## src/rtl/prog_launcher_if.sv

```systemverilog
// Core run handshake between the launcher (master) and the CPU core under test (slave).
interface prog_launcher_if #(
    parameter int PW = 2
);
    logic          core_reset;
    logic          core_req;
    logic          core_done;
    logic [PW-1:0] prog_sel;

    modport master (output core_reset, output core_req, output prog_sel, input core_done);
    modport slave  (input core_reset, input core_req, input prog_sel, output core_done);
endinterface

```

## src/rtl/prog_launcher.sv

```systemverilog
// Host-side sequencer: launches NPROG programs on the core, times each run, and aborts hung runs.
// Optional build macro PROG_LAUNCHER_DONE_SYNC_EN adds a 2-flop synchronizer on core_done.
module prog_launcher #(
    parameter int NPROG   = 3,
    parameter int CW      = 16,
    parameter int TIMEOUT = 4096,
    parameter int RST_CYC = 2,
    localparam int PW     = (NPROG > 1) ? $clog2(NPROG) : 1
) (
    input  logic           clk,
    input  logic           reset,
    prog_launcher_if.master core,
    input  logic           start,
    output logic           busy,
    output logic           cyc_valid,
    output logic [CW-1:0]  cyc_cnt,
    output logic [PW-1:0]  cyc_prog,
    output logic           all_done,
    output logic           timeout_err
);

`ifdef PROG_LAUNCHER_DONE_SYNC_EN
    localparam int SKEW = 2;
`else
    localparam int SKEW = 0;
`endif
    // The synchronized build counts SKEW extra cycles, so it needs one spare counter bit.
    localparam int CNT_W = (SKEW > 0) ? CW + 1 : CW;
    localparam int RW    = (RST_CYC > 1) ? $clog2(RST_CYC) : 1;
    localparam logic [CNT_W-1:0] LIMIT = CNT_W'(TIMEOUT + SKEW);

    typedef enum logic [2:0] {
        S_IDLE, S_RST, S_REQ, S_RUN, S_REPORT, S_FINISH
    } state_t;

    state_t           state_reg, state_next;
    logic [CNT_W-1:0] cnt_reg;
    logic [RW-1:0]    rst_cnt_reg;
    logic [PW-1:0]    prog_sel_reg;
    logic [CW-1:0]    cyc_cnt_reg;
    logic [PW-1:0]    cyc_prog_reg;
    logic             timeout_reg;
    logic             done_s;
    logic             last_prog;
    logic             core_reset_c, core_req_c, busy_c, cyc_valid_c, all_done_c;

`ifdef PROG_LAUNCHER_DONE_SYNC_EN
    logic [1:0] sync_reg;

    always_ff @(posedge clk or negedge reset) begin
        if (!reset) sync_reg <= 2'b00;
        else        sync_reg <= {sync_reg[0], core.core_done};
    end
    assign done_s = sync_reg[1];
`else
    assign done_s = core.core_done;
`endif

    assign last_prog = (prog_sel_reg == PW'(NPROG - 1));

    always_ff @(posedge clk or negedge reset) begin
        if (!reset) state_reg <= S_IDLE;
        else        state_reg <= state_next;
    end

    always_comb begin
        state_next   = state_reg;
        core_reset_c = 1'b1;
        core_req_c   = 1'b0;
        busy_c       = 1'b1;
        cyc_valid_c  = 1'b0;
        all_done_c   = 1'b0;
        case (state_reg)
            S_IDLE: begin
                busy_c = 1'b0;
                if (start) state_next = S_RST;
            end
            S_RST: begin
                if (rst_cnt_reg == '0) state_next = S_REQ;
            end
            S_REQ: begin
                core_reset_c = 1'b0;
                core_req_c   = 1'b1;
                state_next   = S_RUN;
            end
            S_RUN: begin
                core_reset_c = 1'b0;
                if (done_s || cnt_reg == LIMIT) state_next = S_REPORT;
            end
            S_REPORT: begin
                core_reset_c = 1'b0;
                cyc_valid_c  = 1'b1;
                state_next   = (timeout_reg || last_prog) ? S_FINISH : S_RST;
            end
            S_FINISH: begin
                busy_c       = 1'b0;
                all_done_c   = 1'b1;
                // A hung core stays in reset; a cleanly halted one is left alone for inspection.
                core_reset_c = timeout_reg;
                if (start) state_next = S_RST;
            end
            default: state_next = S_IDLE;
        endcase
    end

    always_ff @(posedge clk or negedge reset) begin
        if (!reset) begin
            cnt_reg      <= '0;
            rst_cnt_reg  <= '0;
            prog_sel_reg <= '0;
            cyc_cnt_reg  <= '0;
            cyc_prog_reg <= '0;
            timeout_reg  <= 1'b0;
        end else begin
            case (state_reg)
                S_IDLE, S_FINISH: begin
                    if (start) begin
                        prog_sel_reg <= '0;
                        timeout_reg  <= 1'b0;
                        rst_cnt_reg  <= RW'(RST_CYC - 1);
                    end
                end
                S_RST: begin
                    if (rst_cnt_reg != '0) rst_cnt_reg <= rst_cnt_reg - 1'b1;
                end
                S_REQ: begin
                    cnt_reg <= CNT_W'(1);
                end
                S_RUN: begin
                    cnt_reg <= cnt_reg + 1'b1;
                    if (done_s) begin
                        cyc_cnt_reg  <= cnt_reg[CW-1:0] - CW'(SKEW);
                        cyc_prog_reg <= prog_sel_reg;
                    end else if (cnt_reg == LIMIT) begin
                        timeout_reg  <= 1'b1;
                        cyc_cnt_reg  <= CW'(TIMEOUT);
                        cyc_prog_reg <= prog_sel_reg;
                    end
                end
                S_REPORT: begin
                    if (!(timeout_reg || last_prog)) begin
                        prog_sel_reg <= prog_sel_reg + 1'b1;
                        rst_cnt_reg  <= RW'(RST_CYC - 1);
                    end
                end
                default: ;
            endcase
        end
    end

    assign core.core_reset = core_reset_c;
    assign core.core_req   = core_req_c;
    assign core.prog_sel   = prog_sel_reg;
    assign busy            = busy_c;
    assign cyc_valid       = cyc_valid_c;
    assign cyc_cnt         = cyc_cnt_reg;
    assign cyc_prog        = cyc_prog_reg;
    assign all_done        = all_done_c;
    assign timeout_err     = timeout_reg;

endmodule
```

## src/flat_wrapper.sv

```systemverilog
// flat-port wrapper written by rule: the top's interface ports become plain ports
module prog_launcher_flat 
#(
    parameter int NPROG   = 3,
    parameter int CW      = 16,
    parameter int TIMEOUT = 4096,
    parameter int RST_CYC = 2,
    localparam int PW     = (NPROG > 1) ? $clog2(NPROG) : 1
)
  (clk, reset, start, busy, cyc_valid, cyc_cnt, cyc_prog, all_done, timeout_err, core_core_reset, core_core_req, core_prog_sel, core_core_done);
  prog_launcher_if core_i ();
  input  logic clk;
  input  logic reset;
  input  logic start;
  output logic busy;
  output logic cyc_valid;
  output logic [CW-1:0] cyc_cnt;
  output logic [PW-1:0] cyc_prog;
  output logic all_done;
  output logic timeout_err;
  output wire logic [$bits(core_i.core_reset)-1:0] core_core_reset;
  output wire logic [$bits(core_i.core_req)-1:0] core_core_req;
  output wire logic [$bits(core_i.prog_sel)-1:0] core_prog_sel;
  input wire logic [$bits(core_i.core_done)-1:0] core_core_done;
  assign core_core_reset = core_i.core_reset;
  assign core_core_req = core_i.core_req;
  assign core_prog_sel = core_i.prog_sel;
  assign core_i.core_done = core_core_done;
  prog_launcher #(.NPROG(NPROG), .CW(CW), .TIMEOUT(TIMEOUT), .RST_CYC(RST_CYC)) u_core (.clk(clk), .reset(reset), .core(core_i), .start(start), .busy(busy), .cyc_valid(cyc_valid), .cyc_cnt(cyc_cnt), .cyc_prog(cyc_prog), .all_done(all_done), .timeout_err(timeout_err));
endmodule
```

## config.mk

```make
export PLATFORM = sky130hd
export DESIGN_NAME = prog_launcher_flat
export DESIGN_NICKNAME = d
export VERILOG_FILES = /design/src/rtl/prog_launcher_if.sv /design/src/rtl/prog_launcher.sv /design/src/flat_wrapper.sv
export SDC_FILE = /design/constraint.sdc
export NUM_CORES = 1
export LEC_CHECK = 0
export CORE_AREA = 2 2 75 77
export CTS_CLUSTER_DIAMETER = 50
export DETAILED_ROUTE_END_ITERATION = 16
export DIE_AREA = 0 0 77 79
export PLACE_DENSITY_LB_ADDON = 0.15
export SKIP_CTS_REPAIR_TIMING = 1
export SLEW_MARGIN = 10
export SYNTH_ARGS = -nofsm -noshare
export SYNTH_HDL_FRONTEND = slang
export SYNTH_SLANG_ARGS = --single-unit
```

## constraint.sdc

```tcl
create_clock -name clk -period 4.11 [get_ports clk]
set_input_delay 0.822 -clock clk [delete_from_list [all_inputs] [get_ports clk]]
set_output_delay 0.822 -clock clk [all_outputs]
set_load 0.05 [all_outputs]
```

==> run summary <==
Most frequent cell after synthesis - dfrtp_1
Final net count - 242
Synth Area in XOR/XNOR - 0.0167
Status - finished, final reports clean
Slew Viols, Final - 0
First-pass GRT wire length - 7630 um
Via/cell ratio - 5.40
Initial antenna violation count - 0
Pleak - 1.05 nW
Setup crit start kind - register
Sequential Area - 0.00103 sq mm
Post-synthesis sequential area ratio - 0.489
Diode count - 0
Number of global-route vias before repair - 1,548
R2r startpoint - u_core.cnt_reg[0]$_DFFE_PN0P_
Setup TNS - 0 ps
Area growth from synthesis to layout - 17.8%
PortBufs - 29
Core area - 0.00534 sq mm
Latest clock arrival within the worst-skew pair - 290 ps
Bufs on Longest Clock Path - 2
Area taken by multi-input logic gates - 953 sq um
Post-synth EDFFs - 0
Simple-gate share of the synthesized area - 0.209
IR drop worst, VDD - 0.377 mV
Cell taking the most area after synthesis - dfrtp_1
Commonest cells post-synth - dfrtp_1 (41), nand2_1 (29), a22o_1 (17)
R2r setup slk - 1850 ps
RSZ-0062 raised after global routing - false
Final min period - 3220 ps
Crit-path max FO - 22
Worst hold-check path type - register to register
Filler Cells Inserted - 558
Ys flop type - dfrtp_1
Setup-failing EPs final - 0
Max-cap violations - 0
GP Congestion - 0.744
Mux cell area share after synthesis - 0.0262
Fmax - 310 MHz
CTS tree - built
Synth Area in Adders - 0.0179
Die Height - 79 um
Worst Tran Pin Value - 889 ps
Synth unique cells - 47
Share of the synthesized area in the top cell type - 0.489
Ys async rst share - 1.00
Syn Inst Count - 214
Post-synthesis compound-gate area fraction - 0.185
DRT Wirelength - 4430 um
Post-DRT Antenna Nets - 0
Worst setup path start - u_core.state_reg[0]$_DFFE_PN0P_
Initial Util - 0.393
Syn nets - 221
H-tree depth - 2
Slowest stage delay, CP - 800 ps
Wire length per cell - 14.4 um
Reg-to-reg endpoint - u_core.cyc_prog[1]$_DFFE_PN0P_
Die width - 77 um
Post-DP HPWL - 2920 um
DRC - 0
Final hold vios - 0
Final Skew - 5.51 ps
Ranking of synthesized cells by area - dfrtp_1 (49%), a22o_1 (7.1%), nand2_1 (5.2%), o21ai_0 (3.8%), nand3_1 (2.1%)
Critical Path AT - 2400 ps
Yosys warns - 0
Pwr Total - 0.00166 W
Boundary Pins - 30
Max_slew headroom - 0.407
Total gr overflow - 0
GRT Resource Usage Total - 0.160
Via Count - 1,664
Worst setup EP type - primary output
Clk Tree Root Cell - clkbuf_8
Avg Inst Size Synth - 9.81 sq um
Crit path kind - register to primary output
Worst-path clk slew - 70 ps
Pwr dens - 672 mW/mm^2
Die area - 0.00608 sq mm
Reg2Reg Depth - 6
Largest net degree at the start of global routing - 42
Fin crit share - 0.784
Seq cells post-synth - 41
Largest family of logic cells by synthesized area - simple AND/OR/NAND/NOR gates
Pre-antenna DRT Iters - 4
Cell row count - 27
CP Data Required Time - 3290 ps
CP Capture Point - cyc_valid
Cell Chain, Critical Path - inv_1, and2_1, clkdlybuf4s50_1
Clk sinks - 41
Share of layout cells above drive strength 1 - 0.0636
CTS Buf Count - 5
Crit-path slowest cell - dfrtp_1
Synthesized area - 0.00210 sq mm
1st-iter DRT viols - 58
where the power goes:
group / internal [W] / switching, W / total [W] / leakage, nW
Clock: 0.000121 / 0.000129 / 0.000250 / 0.0395
Combinational: 0.000280 / 0.000493 / 0.000773 / 0.462
Sequential: 0.000495 / 0.000142 / 0.000638 / 0.545
cell type report:
class	count	area share
Sequential cell	41	0.415
Multi-Input combinational cell	149	0.386
Timing Repair Buffer	30	0.118
Tap cell	72	0.0364
Clock buffer	8	0.0324
Inverter	8	0.0121
critical path, delay by kind of cell (launching register included):
family                 cells  cell delay, ps
buffers and inverters      2            1050
and+or+nand+nor            1             260
DFF                        1             800
worst min path at each step:
stage                                    from                             end  slack [ps]  cells after the start
4_1_cts         u_core.cyc_cnt[9]$_DFFE_PN0P_   u_core.cyc_cnt[9]$_DFFE_PN0P_         500                      1
3_3_place_gp    u_core.cyc_cnt[1]$_DFFE_PN0P_   u_core.cyc_cnt[1]$_DFFE_PN0P_         480                      1
5_1_grt         u_core.cyc_cnt[9]$_DFFE_PN0P_   u_core.cyc_cnt[9]$_DFFE_PN0P_         510                      1
6_report        u_core.cyc_cnt[9]$_DFFE_PN0P_   u_core.cyc_cnt[9]$_DFFE_PN0P_         500                      1
3_5_place_dp    u_core.cyc_cnt[1]$_DFFE_PN0P_   u_core.cyc_cnt[1]$_DFFE_PN0P_         480                      1
2_1_floorplan  u_core.rst_cnt_reg$_DFFE_PN0P_  u_core.rst_cnt_reg$_DFFE_PN0P_         520                      1
through the flow:
step	worst slack (ps)	area, sq um	util	instances	hold WS, ps
6_report	889	2470	0.463	308	498
5_1_grt	722	2470	0.463	308	512
4_1_cts	862	2470	0.463	308	505
3_5_place_dp	1190	2390	0.448	300	481
3_3_place_gp	1240	2390	0.448	300	484
2_1_floorplan	1510	2100	-	214	519
cell families after synthesis:
group,count (synthesis)
muxes,5
buffers and inverters,24
xor gates and xnor gates,4
AOI/OAI and AO/OA,54
and+or+nand+nor,83
DFF,41
adders and majority gates,3
metal layers:
layer  track usage  share of wire  vias up
li1              -              -      825
met1         0.214           0.48      785
met2         0.247           0.45       42
met3        0.0409          0.048       12
met4        0.0714          0.024        0
met5             0              0        -
cell usage in the layout (no fill, tap or decap), types with 2 or more instances in the layout:
cell	count
dfrtp_1	41
nand2_1	29
clkdlybuf4s50_1	28
a22o_1	17
o21ai_0	16
nand3_1	9
inv_1	8
nor2_1	8
a21oi_1	5
nor4_1	5
nor3_1	5
clkbuf_8	5
nand2b_1	4
nor2b_1	4
xnor2_1	4
mux2i_1	4
nand4_1	4
o311ai_0	3
or4_1	3
ha_1	3
clkbuf_1	3
and2_1	2
nor3b_1	2
(Power assumes the default switching activity.)
